## src/rtl/pipe_flow_pkg.sv

```systemverilog
// Shared constants for the pipeline flow controller.
//   - state_t / ST_* : 2-bit FSM state encoding
//   - DIV_TIMEOUT_DEF: default divider watchdog length in cycles
//   - REG_X0         : architectural zero register index
package pipe_flow_pkg;

   localparam int DIV_TIMEOUT_DEF = 40;

   localparam logic [4:0] REG_X0 = 5'd0;

   typedef logic [1:0] state_t;

   localparam state_t ST_RUN       = 2'd0;
   localparam state_t ST_DIV_WAIT  = 2'd1;
   localparam state_t ST_IRQ_DRAIN = 2'd2;
   localparam state_t ST_IRQ_JUMP  = 2'd3;

endpackage

```

## src/rtl/pipe_flow_ctrl_hazard_unit.sv

```systemverilog
// Load-use hazard detector.
// Ports:
//   ex_is_load_i             : instruction in EX is a load
//   ex_rd_i                  : destination register of the EX instruction
//   id_rs1_i, id_rs2_i       : source registers of the ID instruction
//   id_rs1_used_i/rs2_used_i : source register is actually read
//   load_use_o               : ID needs a value the EX load has not produced yet
module pipe_flow_ctrl_hazard_unit
   import pipe_flow_pkg::*;
(
   input  logic       ex_is_load_i,
   input  logic [4:0] ex_rd_i,
   input  logic [4:0] id_rs1_i,
   input  logic [4:0] id_rs2_i,
   input  logic       id_rs1_used_i,
   input  logic       id_rs2_used_i,
   output logic       load_use_o
);

   logic rs1_hit_s;
   logic rs2_hit_s;

   assign rs1_hit_s = id_rs1_used_i && (id_rs1_i == ex_rd_i);
   assign rs2_hit_s = id_rs2_used_i && (id_rs2_i == ex_rd_i);

   // x0 is never actually written, so a load targeting it creates no hazard
   assign load_use_o = ex_is_load_i && (ex_rd_i != REG_X0) && (rs1_hit_s || rs2_hit_s);

endmodule

```

## src/rtl/pipe_flow_ctrl.sv

```systemverilog
// Central pipeline flow controller for the 5-stage RV32I core.
// Merges EX redirects, load-use hazards, data-bus wait, divider sequencing
// and interrupt entry into per-stage stall/flush and one redirect to pc_reg.
// Ports:
//   jump_en_i/jump_addr_i     : EX taken branch/jump and target
//   ex_is_load_i, ex_rd_i     : EX load info for load-use detection
//   id_rs*_i, id_rs*_used_i   : ID source registers and usage
//   id_pc_i                   : PC held in IF/ID (resume point on interrupt)
//   div_start_i, div_done_i   : divider issue / result-valid pulse
//   mem_busy_i                : data bus not ready
//   irq_req_i, irq_addr_i     : pending interrupt and trap vector
//   jump_en_o, jump_addr_o    : redirect to pc_reg
//   stall_*_o, flush_*_o      : per-stage hold / bubble controls
//   irq_ack_o, irq_epc_o      : interrupt taken pulse and latched resume PC
//   div_timeout_o             : sticky divider watchdog flag
module pipe_flow_ctrl
   import pipe_flow_pkg::*;
#(
   parameter int XLEN        = 32,
   parameter int DIV_TIMEOUT = DIV_TIMEOUT_DEF
) (
   input  logic            clk,
   input  logic            rst_n,
   input  logic            jump_en_i,
   input  logic [XLEN-1:0] jump_addr_i,
   input  logic            ex_is_load_i,
   input  logic [4:0]      ex_rd_i,
   input  logic [4:0]      id_rs1_i,
   input  logic [4:0]      id_rs2_i,
   input  logic            id_rs1_used_i,
   input  logic            id_rs2_used_i,
   input  logic [XLEN-1:0] id_pc_i,
   input  logic            div_start_i,
   input  logic            div_done_i,
   input  logic            mem_busy_i,
   input  logic            irq_req_i,
   input  logic [XLEN-1:0] irq_addr_i,
   output logic            jump_en_o,
   output logic [XLEN-1:0] jump_addr_o,
   output logic            stall_pc_o,
   output logic            stall_if_id_o,
   output logic            stall_id_ex_o,
   output logic            flush_if_id_o,
   output logic            flush_id_ex_o,
   output logic            irq_ack_o,
   output logic [XLEN-1:0] irq_epc_o,
   output logic            div_timeout_o
);

   localparam int CNT_W = $clog2(DIV_TIMEOUT) + 1;

   state_t            state_r, state_s;
   logic [CNT_W-1:0]  cnt_r, cnt_s;
   logic              timeout_r, timeout_s;
   logic [XLEN-1:0]   vec_r, vec_s;
   logic [XLEN-1:0]   epc_r, epc_s;

   logic              load_use_s;
   logic              jump_s, stall_pc_s, stall_if_id_s, stall_id_ex_s;
   logic              flush_if_id_s, flush_id_ex_s, ack_s;
   logic [XLEN-1:0]   jump_addr_s;

   pipe_flow_ctrl_hazard_unit u_hazard (
      .ex_is_load_i  (ex_is_load_i),
      .ex_rd_i       (ex_rd_i),
      .id_rs1_i      (id_rs1_i),
      .id_rs2_i      (id_rs2_i),
      .id_rs1_used_i (id_rs1_used_i),
      .id_rs2_used_i (id_rs2_used_i),
      .load_use_o    (load_use_s)
   );

   // Next-state and raw control decode from current state and inputs
   always_comb begin
      state_s       = state_r;
      cnt_s         = cnt_r;
      timeout_s     = timeout_r;
      vec_s         = vec_r;
      epc_s         = epc_r;
      jump_s        = 1'b0;
      jump_addr_s   = jump_addr_i;
      stall_pc_s    = 1'b0;
      stall_if_id_s = 1'b0;
      stall_id_ex_s = 1'b0;
      flush_if_id_s = 1'b0;
      flush_id_ex_s = 1'b0;
      ack_s         = 1'b0;
      case (state_r)
         ST_RUN: begin
            if (jump_en_i) begin
               // Redirect wins; a pending level irq is simply seen next cycle
               jump_s        = 1'b1;
               flush_if_id_s = 1'b1;
               flush_id_ex_s = 1'b1;
            end else if (mem_busy_i) begin
               stall_pc_s    = 1'b1;
               stall_if_id_s = 1'b1;
               stall_id_ex_s = 1'b1;
            end else if (div_start_i) begin
               stall_pc_s    = 1'b1;
               stall_if_id_s = 1'b1;
               stall_id_ex_s = 1'b1;
               cnt_s         = {CNT_W{1'b0}};
               state_s       = ST_DIV_WAIT;
            end else if (irq_req_i) begin
               vec_s         = irq_addr_i;
               epc_s         = id_pc_i;
               stall_pc_s    = 1'b1;
               stall_if_id_s = 1'b1;
               flush_id_ex_s = 1'b1;
               state_s       = ST_IRQ_DRAIN;
            end else if (load_use_s) begin
               stall_pc_s    = 1'b1;
               stall_if_id_s = 1'b1;
               flush_id_ex_s = 1'b1;
            end else begin
               state_s = ST_RUN;
            end
         end
         ST_DIV_WAIT: begin
            // Saturating count so the watchdog can never wrap back to zero
            if (cnt_r != {CNT_W{1'b1}}) begin
               cnt_s = cnt_r + CNT_W'(1);
            end else begin
               cnt_s = cnt_r;
            end
            if (div_done_i) begin
               state_s = ST_RUN;
            end else if (cnt_r == CNT_W'(DIV_TIMEOUT - 1)) begin
               timeout_s = 1'b1;
               state_s   = ST_RUN;
            end else begin
               stall_pc_s    = 1'b1;
               stall_if_id_s = 1'b1;
               stall_id_ex_s = 1'b1;
            end
         end
         ST_IRQ_DRAIN: begin
            stall_pc_s    = 1'b1;
            stall_if_id_s = 1'b1;
            flush_id_ex_s = 1'b1;
            if (!mem_busy_i) begin
               state_s = ST_IRQ_JUMP;
            end else begin
               state_s = ST_IRQ_DRAIN;
            end
         end
         ST_IRQ_JUMP: begin
            jump_s        = 1'b1;
            jump_addr_s   = vec_r;
            flush_if_id_s = 1'b1;
            flush_id_ex_s = 1'b1;
            ack_s         = 1'b1;
            state_s       = ST_RUN;
         end
         default: begin
            state_s = ST_RUN;
         end
      endcase
   end

   // State, counter, watchdog flag and interrupt latches
   always_ff @(posedge clk or negedge rst_n) begin
      if (!rst_n) begin
         state_r   <= ST_RUN;
         cnt_r     <= {CNT_W{1'b0}};
         timeout_r <= 1'b0;
         vec_r     <= {XLEN{1'b0}};
         epc_r     <= {XLEN{1'b0}};
      end else begin
         state_r   <= state_s;
         cnt_r     <= cnt_s;
         timeout_r <= timeout_s;
         vec_r     <= vec_s;
         epc_r     <= epc_s;
      end
   end

   // Controls are forced low while reset is held; a flush always beats a stall
   assign jump_en_o     = rst_n & jump_s;
   assign jump_addr_o   = jump_addr_s;
   assign stall_pc_o    = rst_n & stall_pc_s;
   assign stall_if_id_o = rst_n & stall_if_id_s & ~flush_if_id_s;
   assign stall_id_ex_o = rst_n & stall_id_ex_s & ~flush_id_ex_s;
   assign flush_if_id_o = rst_n & flush_if_id_s;
   assign flush_id_ex_o = rst_n & flush_id_ex_s;
   assign irq_ack_o     = rst_n & ack_s;
   assign irq_epc_o     = epc_r;
   assign div_timeout_o = timeout_r;

endmodule

```

## config.mk

```make
export PLATFORM = sky130hd
export DESIGN_NAME = pipe_flow_ctrl
export DESIGN_NICKNAME = d
export VERILOG_FILES = /design/src/rtl/pipe_flow_pkg.sv /design/src/rtl/pipe_flow_ctrl_hazard_unit.sv /design/src/rtl/pipe_flow_ctrl.sv
export SDC_FILE = /design/constraint.sdc
export NUM_CORES = 1
export LEC_CHECK = 0
export CAP_MARGIN = 20
export CORE_ASPECT_RATIO = 0.9
export CORE_MARGIN = 2
export CORE_UTILIZATION = 40
export DETAILED_ROUTE_END_ITERATION = 10
export HOLD_SLACK_MARGIN = 0.06
export PLACE_DENSITY = 0.89
export RECOVER_POWER = 25
export SYNTH_ARGS = -nofsm -noshare
export SYNTH_HDL_FRONTEND = slang
export SYNTH_SLANG_ARGS = --single-unit
```

## constraint.sdc

```tcl
create_clock -name clk -period 2.2 [get_ports clk]
set_input_delay 0.55 -clock clk [delete_from_list [all_inputs] [get_ports clk]]
set_output_delay 0.55 -clock clk [all_outputs]
set_load 0.1 [all_outputs]
```

==> results by group, run 1 <==
Global routing
  – Met3 usage: 9.43%
  – GRT Max-Usage Layer: met2
  – GR Util met2: 45.6%
  – First-pass GRT wire length: 18.7 mm
  – Grt ovf: 0
  – Total track usage: 24.8%
  – Largest net degree at the start of global routing: 41
  – Initial antenna violation count: 0
  – Met1 Usage GRT: 24.7%
  – Number of global-route vias before repair: 3733

STA
  – Final min period: 2.61 ns
  – Fmax: 0.383 GHz
  – Final Hold Fails: 0
  – Crit share post-route: 119%
  – Final WS setup: -0.411 ns
  – # setup viols final: 39
  – Max Slew Vio Count: 0
  – Rel. slew slack: 33.7%
  – Worst Tran Pin Value: 0.995 ns
  – Setup TNS: -12.45 ns
  – Unrepaired setup endpoints after global routing: yes
  – Final hold slack: 0.498 ns
  – Final Skew: 0.0121 ns

Clock network
  – CTS tree: yes
  – Clock Latency Late Sink: 0.36 ns
  – Clock Path Buffers: 2
  – Cts hold-fix bufs: 0
  – Sink Count: 74
  – CTS Buf Count: 9
  – H-tree levels: 3
  – Clk root buf: clkbuf_8
  – CTS clock-pin slew for the worst setup and hold paths: 0.09 ns

Status
  – Failing checks: negative setup slack
  – Status: complete, but fails checks

Yosys
  – EDFF count, synth: 0
  – Number of distinct library cells after synthesis: 37
  – Mux contribution to synthesized area: 30.6%
  – Mapped Cells: 280
  – Post-Synth XOR/XNOR Area: 2.90%
  – Syn_nets: 406
  – Adder-cell share of the synthesized area: 1.73%
  – Area of the mapped netlist: 0.00362 mm²
  – Simple-gate portion of the synthesized area: 7.74%
  – Syn_area_per_cell: 12.9 µm²
  – Compound-Gate Fraction of Synth Area: 3.91%
  – Fraction of registers with async set/reset: 100%
  – Register area share after synthesis: 51.2%
  – YS warnings: 0
  – Most used DFF post-synth: dfrtp_1
  – Flops & latches, synth: 74
  – Main combinational cell family by area after synthesis: multiplexers

Setup path
  – Critical Path Start: state_r[1]$_DFFE_PN0P_
  – Setup crit start kind: flip-flop
  – Worst Setup End Kind: primary output
  – Critical path class: reg -> out
  – CP max FO: 7
  – Reg2Reg Setup Slack: 0.25 ns
  – Critical Path AT: 2.06 ns
  – Req. time, crit path: 1.65 ns
  – Reg2reg start: state_r[1]$_DFFE_PN0P_

Route
  – Post-DR wirelength/cell: 18.2 µm
  – Post-DRT Antenna Nets: 0
  – Vias per cell: 5.01
  – First-iteration detailed-routing DRC count: 82
  – # DRC: 0
  – Detailed Routing Iterations Pass 1: 4
  – Wirelength, routed: 11.6 mm
  – Via count: 3204

Die
  – Die Footprint: 0.00983 mm²
  – CORE AREA: 0.00869 mm²
  – Initial Utilization: 41.7%
  – FP Rows: 32
  – DIE WIDTH: 104 µm
  – Vert. Die Dim: 94.2 µm
  – I/O Pins: 193

Pwr
  – Static Leak: 3.01 nW
  – Comb pwr share: 66.9%
  – Switching share of total power: 52.1%
  – Flop pwr share: 22.3%
  – Power per cell area: 1520 mW/mm²
  – Sw Pwr: 5.44 mW
  – Internal: 5.00 mW
  – Clock network fraction of total power: 10.7%
  – Worst IR Drop VDD: 1530 µV

Final layout
  – Commonest cells after routing, fill and taps aside: 99 x clkdlybuf4s50_1, 80 x mux2_2, 74 x dfrtp_1
  – Layout cell share with drive strength beyond 1: 51.7%
  – Ant. Diodes: 0
  – Area Growth Syn to Fin: 89.3%
  – Most common cell after layout, fill and taps aside: clkdlybuf4s50_1
  – NumNets Final: 641

Place
  – # port buffers: 192
  – Gpl congestion: 0.845
  – DP Wirelength: 8.31 mm

Min path
  – Hold Startpoint: irq_epc_o[18]$_DFFE_PN0P_
  – Hold Path Class: reg -> reg

Flow run
  – Max Cap Viol: 0
==> metrics by stage <==
step	instances	area, µm²	util (%)	total power [mW]	setup WS [ns]
2_1_floorplan	280	3760	-	6.89	-0.600
3_3_place_gp	612	6350	73.1	8.77	-0.627
3_5_place_dp	612	6350	73.1	8.91	-0.689
4_1_cts	637	6830	78.6	10.4	-0.356
5_1_grt	639	6850	78.9	10.8	-0.453
6_report	639	6850	78.9	10.4	-0.411
==> synthesized netlist by cell type (2+ instances only) <==
cell type | number | area share, %
and2_1 | 2 | 0.35
ha_1 | 5 | 1.7
nand2b_1 | 5 | 0.86
or3_1 | 3 | 0.52
dfrtp_1 | 74 | 51
nor2_1 | 11 | 1.1
clkbuf_1 | 3 | 0.31
nand2_1 | 11 | 1.1
buf_2 | 7 | 0.97
nand3_1 | 3 | 0.41
mux2_1 | 6 | 1.9
xnor2_1 | 12 | 2.9
nor3b_1 | 2 | 0.41
nand4_1 | 2 | 0.35
nor3_1 | 3 | 0.41
o21ai_0 | 8 | 1.1
mux2_2 | 90 | 28
a21oi_1 | 8 | 1.1
inv_1 | 4 | 0.41
nor2b_1 | 4 | 0.69
==> layer usage <==
| layer | vias to the layer above | share of wire (%) |
|---|---|---|
| li1 | 1469 | - |
| met1 | 1572 | 36 |
| met2 | 135 | 53 |
| met3 | 28 | 7.8 |
| met4 | 0 | 3.0 |
| met5 | - | 0 |
==> kinds of logic (layout without fill, tap and decap cells) <==
family	after synthesis	after routing
buffers and inverters	16	256
multiplexers	98	98
flip-flops	74	74
AND/OR/NAND/NOR	52	52
AO/OA/AOI/OAI	23	23
adder cells (fa/ha/maj)	5	5
XOR/XNOR	12	12
==> critical path, cell delays in order, from the launching register on <==
cell and delay, ns:
dfrtp_1 0.44, buf_4 0.17, ha_4 0.18, buf_12 0.15
bufbuf_16 0.27, mux2_4 0.32, buf_12 0.17
==> power groups by stage <==
stage	Clock [mW]	Combinational [mW]	Sequential (mW)
2_1_floorplan	0	2.48	4.41
3_3_place_gp	0	6.48	2.29
3_5_place_dp	0	6.58	2.33
4_1_cts	1.15	6.93	2.32
5_1_grt	1.21	7.23	2.40
6_report	1.12	6.99	2.33
==> sequential cells by signal, indices dropped and copies added, names as in the netlist <==
signal / cells
div_timeout_o: 1
irq_epc_o: 32
vec_r: 32
cnt_r: 7
state_r: 2
==> final cells by class <==
type                            instances  area [µm²]
Multi-Input combinational cell        190        1970
Sequential cell                        74        1850
Inverter                                4        15.0
Timing Repair Buffer                  236        2660
Clock inverter                          6        72.6
Fill cell                             539        1840
Clock buffer                           10         138
Tap cell                              119         149
==> what timing repair did <==
item	4_1_cts	5_1_grt
cloned	3	0
setup endpoints to repair	39	39
pin swaps	29	2
buffers inserted	6	2
gates resized for setup	90	6
==> path summary, 6_finish.rpt <==
| path | endpoint | cells after the start |
|---|---|---|
| max | jump_addr_o[26] | 6 |
| min | irq_epc_o[18]$_DFFE_PN0P_ | 1 |
| max reg2reg | cnt_r[4]$_DFFE_PN0P_ | 7 |
| min reg2reg | irq_epc_o[18]$_DFFE_PN0P_ | 1 |
| max in group asynchronous | cnt_r[1]$_DFFE_PN0P_ | 2 |
| min in group asynchronous | vec_r[25]$_DFFE_PN0P_ | 2 |
No activity file was read; power rests on OpenSTA's default activity.
==> inputs of run 2 (changes only) <==
--- a/config.mk
+++ b/config.mk
@@ -7,7 +7,6 @@
 export LEC_CHECK = 0
 export CAP_MARGIN = 20
 export CORE_ASPECT_RATIO = 0.9
-export CORE_MARGIN = 2
 export CORE_UTILIZATION = 40
 export DETAILED_ROUTE_END_ITERATION = 10
 export HOLD_SLACK_MARGIN = 0.06
==> results by group, run 2 (synthesis gave the netlist of run 1 again) <==
Status
  – Status: complete, but fails checks
  – Failing checks: negative setup slack

Global routing
  – Largest net degree at the start of global routing: 42
  – Grt ovf: 0
  – Number of global-route vias before repair: 3510
  – Initial antenna violation count: 0
  – First-pass GRT wire length: 17.1 mm
  – Total track usage: 24.0%

Clock network
  – Clock Latency Late Sink: 0.34 ns
  – Clk root buf: clkbuf_8
  – Sink Count: 74
  – CTS tree: yes
  – H-tree levels: 3
  – CTS Buf Count: 9
  – Clock Path Buffers: 2
  – CTS clock-pin slew for the worst setup and hold paths: 0.08 ns

STA
  – Fmax: 0.389 GHz
  – Final Hold Fails: 0
  – Worst Tran Pin Value: 1.02 ns
  – Unrepaired setup endpoints after global routing: yes
  – # setup viols final: 39
  – Crit share post-route: 117%
  – Final WS setup: -0.374 ns
  – Final min period: 2.57 ns
  – Rel. slew slack: 31.9%
  – Final Skew: 0.00834 ns
  – Max Slew Vio Count: 0

Route
  – Via count: 3185
  – Post-DRT Antenna Nets: 0
  – Post-DR wirelength/cell: 17.3 µm
  – First-iteration detailed-routing DRC count: 86
  – Detailed Routing Iterations Pass 1: 4
  – Vias per cell: 4.95
  – # DRC: 0
  – Wirelength, routed: 11.2 mm

Final layout
  – Fin area: 0.00689 mm²
  – Area Growth Syn to Fin: 90.3%
  – Most common cell after layout, fill and taps aside: clkdlybuf4s50_1
  – Multi-input logic area: 0.00197 mm²
  – NumNets Final: 646
  – Commonest cells after routing, fill and taps aside: 99 x clkdlybuf4s50_1, 79 x mux2_2, 74 x dfrtp_1
  – Area occupied by registers: 0.00185 mm²
  – Layout cell share with drive strength beyond 1: 50.9%
  – # fillers: 499
  – Ant. Diodes: 0
  – Final Util: 79.3%
  – Layout Cells excl Fill: 644

Pwr
  – Total Power: 10.5 mW
  – Clock network fraction of total power: 10.3%
  – Sw Pwr: 5.45 mW
  – Static Leak: 3.03 nW
  – Comb pwr share: 67.4%
  – Power per cell area: 1520 mW/mm²
  – Internal: 5.01 mW
  – Worst IR Drop VDD: 1570 µV
  – Flop pwr share: 22.3%
  – Switching share of total power: 52.1%

Setup path
  – Setup crit start kind: flip-flop
  – Req. time, crit path: 1.65 ns
  – Critical Path AT: 2.02 ns
  – Critical path class: reg -> out
  – Worst Setup End Kind: primary output
  – FF-to-FF path depth: 8
  – CP max FO: 5

Place
  – Gpl congestion: 0.880
  – Placed cells: 614
  – Place WS: -0.719 ns
  – DP Wirelength: 8.21 mm
  – # port buffers: 192
  – Placed inst area: 0.00635 mm²

Flow run
  – Max Cap Viol: 0

Die
  – Die Footprint: 0.00943 mm²
  – DIE WIDTH: 102 µm
  – Vert. Die Dim: 92.2 µm
  – CORE AREA: 0.00869 mm²
  – I/O Pins: 193
  – FP Rows: 32
  – Initial Utilization: 41.7%

Min path
  – WHS Path Cells: 1
  – Hold Path Class: reg -> reg
[run 2: critical path: stages (launching register included)]
cell	delay (ns)
dfrtp_1	0.41
inv_2	0.09
ha_4	0.20
nand2b_4	0.07
nor2_2	0.04
or3_4	0.38
a31oi_4	0.23
nor4b_4	0.09
buf_12	0.17
[run 2: layout make-up]
type | instances | area share [%]
repair buffers | 241 | 39.3
flip-flops and latches | 74 | 26.9
multi-input cells | 190 | 28.5
well taps | 119 | 2.16
clock buffers | 10 | 1.85
clock inverters | 6 | 1.09
inverters | 4 | 0.218
[run 2: power groups by stage]
stage / clock, mW / combinational [mW] / sequential [mW]
2_1_floorplan: 0 / 2.48 / 4.41
3_3_place_gp: 0 / 6.49 / 2.30
3_5_place_dp: 0 / 6.61 / 2.34
4_1_cts: 1.10 / 6.88 / 2.32
5_1_grt: 1.16 / 7.28 / 2.41
6_report: 1.08 / 7.05 / 2.33
[run 2: per-layer routing]
layer	vias up	global-route usage [%]	wire length, µm	part of all wire (%)
met3	14	7.16	767	6.9
li1	1478	-	-	-
met1	1564	27.0	4150	37
met2	129	43.3	6080	54
met4	0	7.14	169	1.5
met5	-	0	0	0
[run 2: repair_timing]
action,4_1_cts,5_1_grt
resized for setup,63,16
gates cloned,2,2
pin swaps,19,13
setup buffers,6,4
hold buffers,0,0
endpoints found under the setup margin,39,39
hold endpoints to repair,0,0
[run 2: stage by stage]
step | setup TNS (ns) | hold slack [ns]
6_report | -10.93 | 0.496
3_5_place_dp | -8.77 | 0.479
4_1_cts | -8.22 | 0.318
5_1_grt | -13.18 | 0.519
2_1_floorplan | -1.79 | 0.254
3_3_place_gp | -7.11 | 0.460
[run 2: final timing paths]
path / from / end / slack (ns)
max in group asynchronous: rst_n / irq_epc_o[27]$_DFFE_PN0P_ / 0.75
setup / recovery: state_r[1]$_DFFE_PN0P_ / stall_if_id_o / -0.37
setup reg to reg: state_r[1]$_DFFE_PN0P_ / cnt_r[4]$_DFFE_PN0P_ / 0.21
hold / removal: div_timeout_o$_DFFE_PN0P_ / div_timeout_o$_DFFE_PN0P_ / 0.50
hold reg to reg: div_timeout_o$_DFFE_PN0P_ / div_timeout_o$_DFFE_PN0P_ / 0.50
min in group asynchronous: rst_n / irq_epc_o[15]$_DFFE_PN0P_ / 0.73
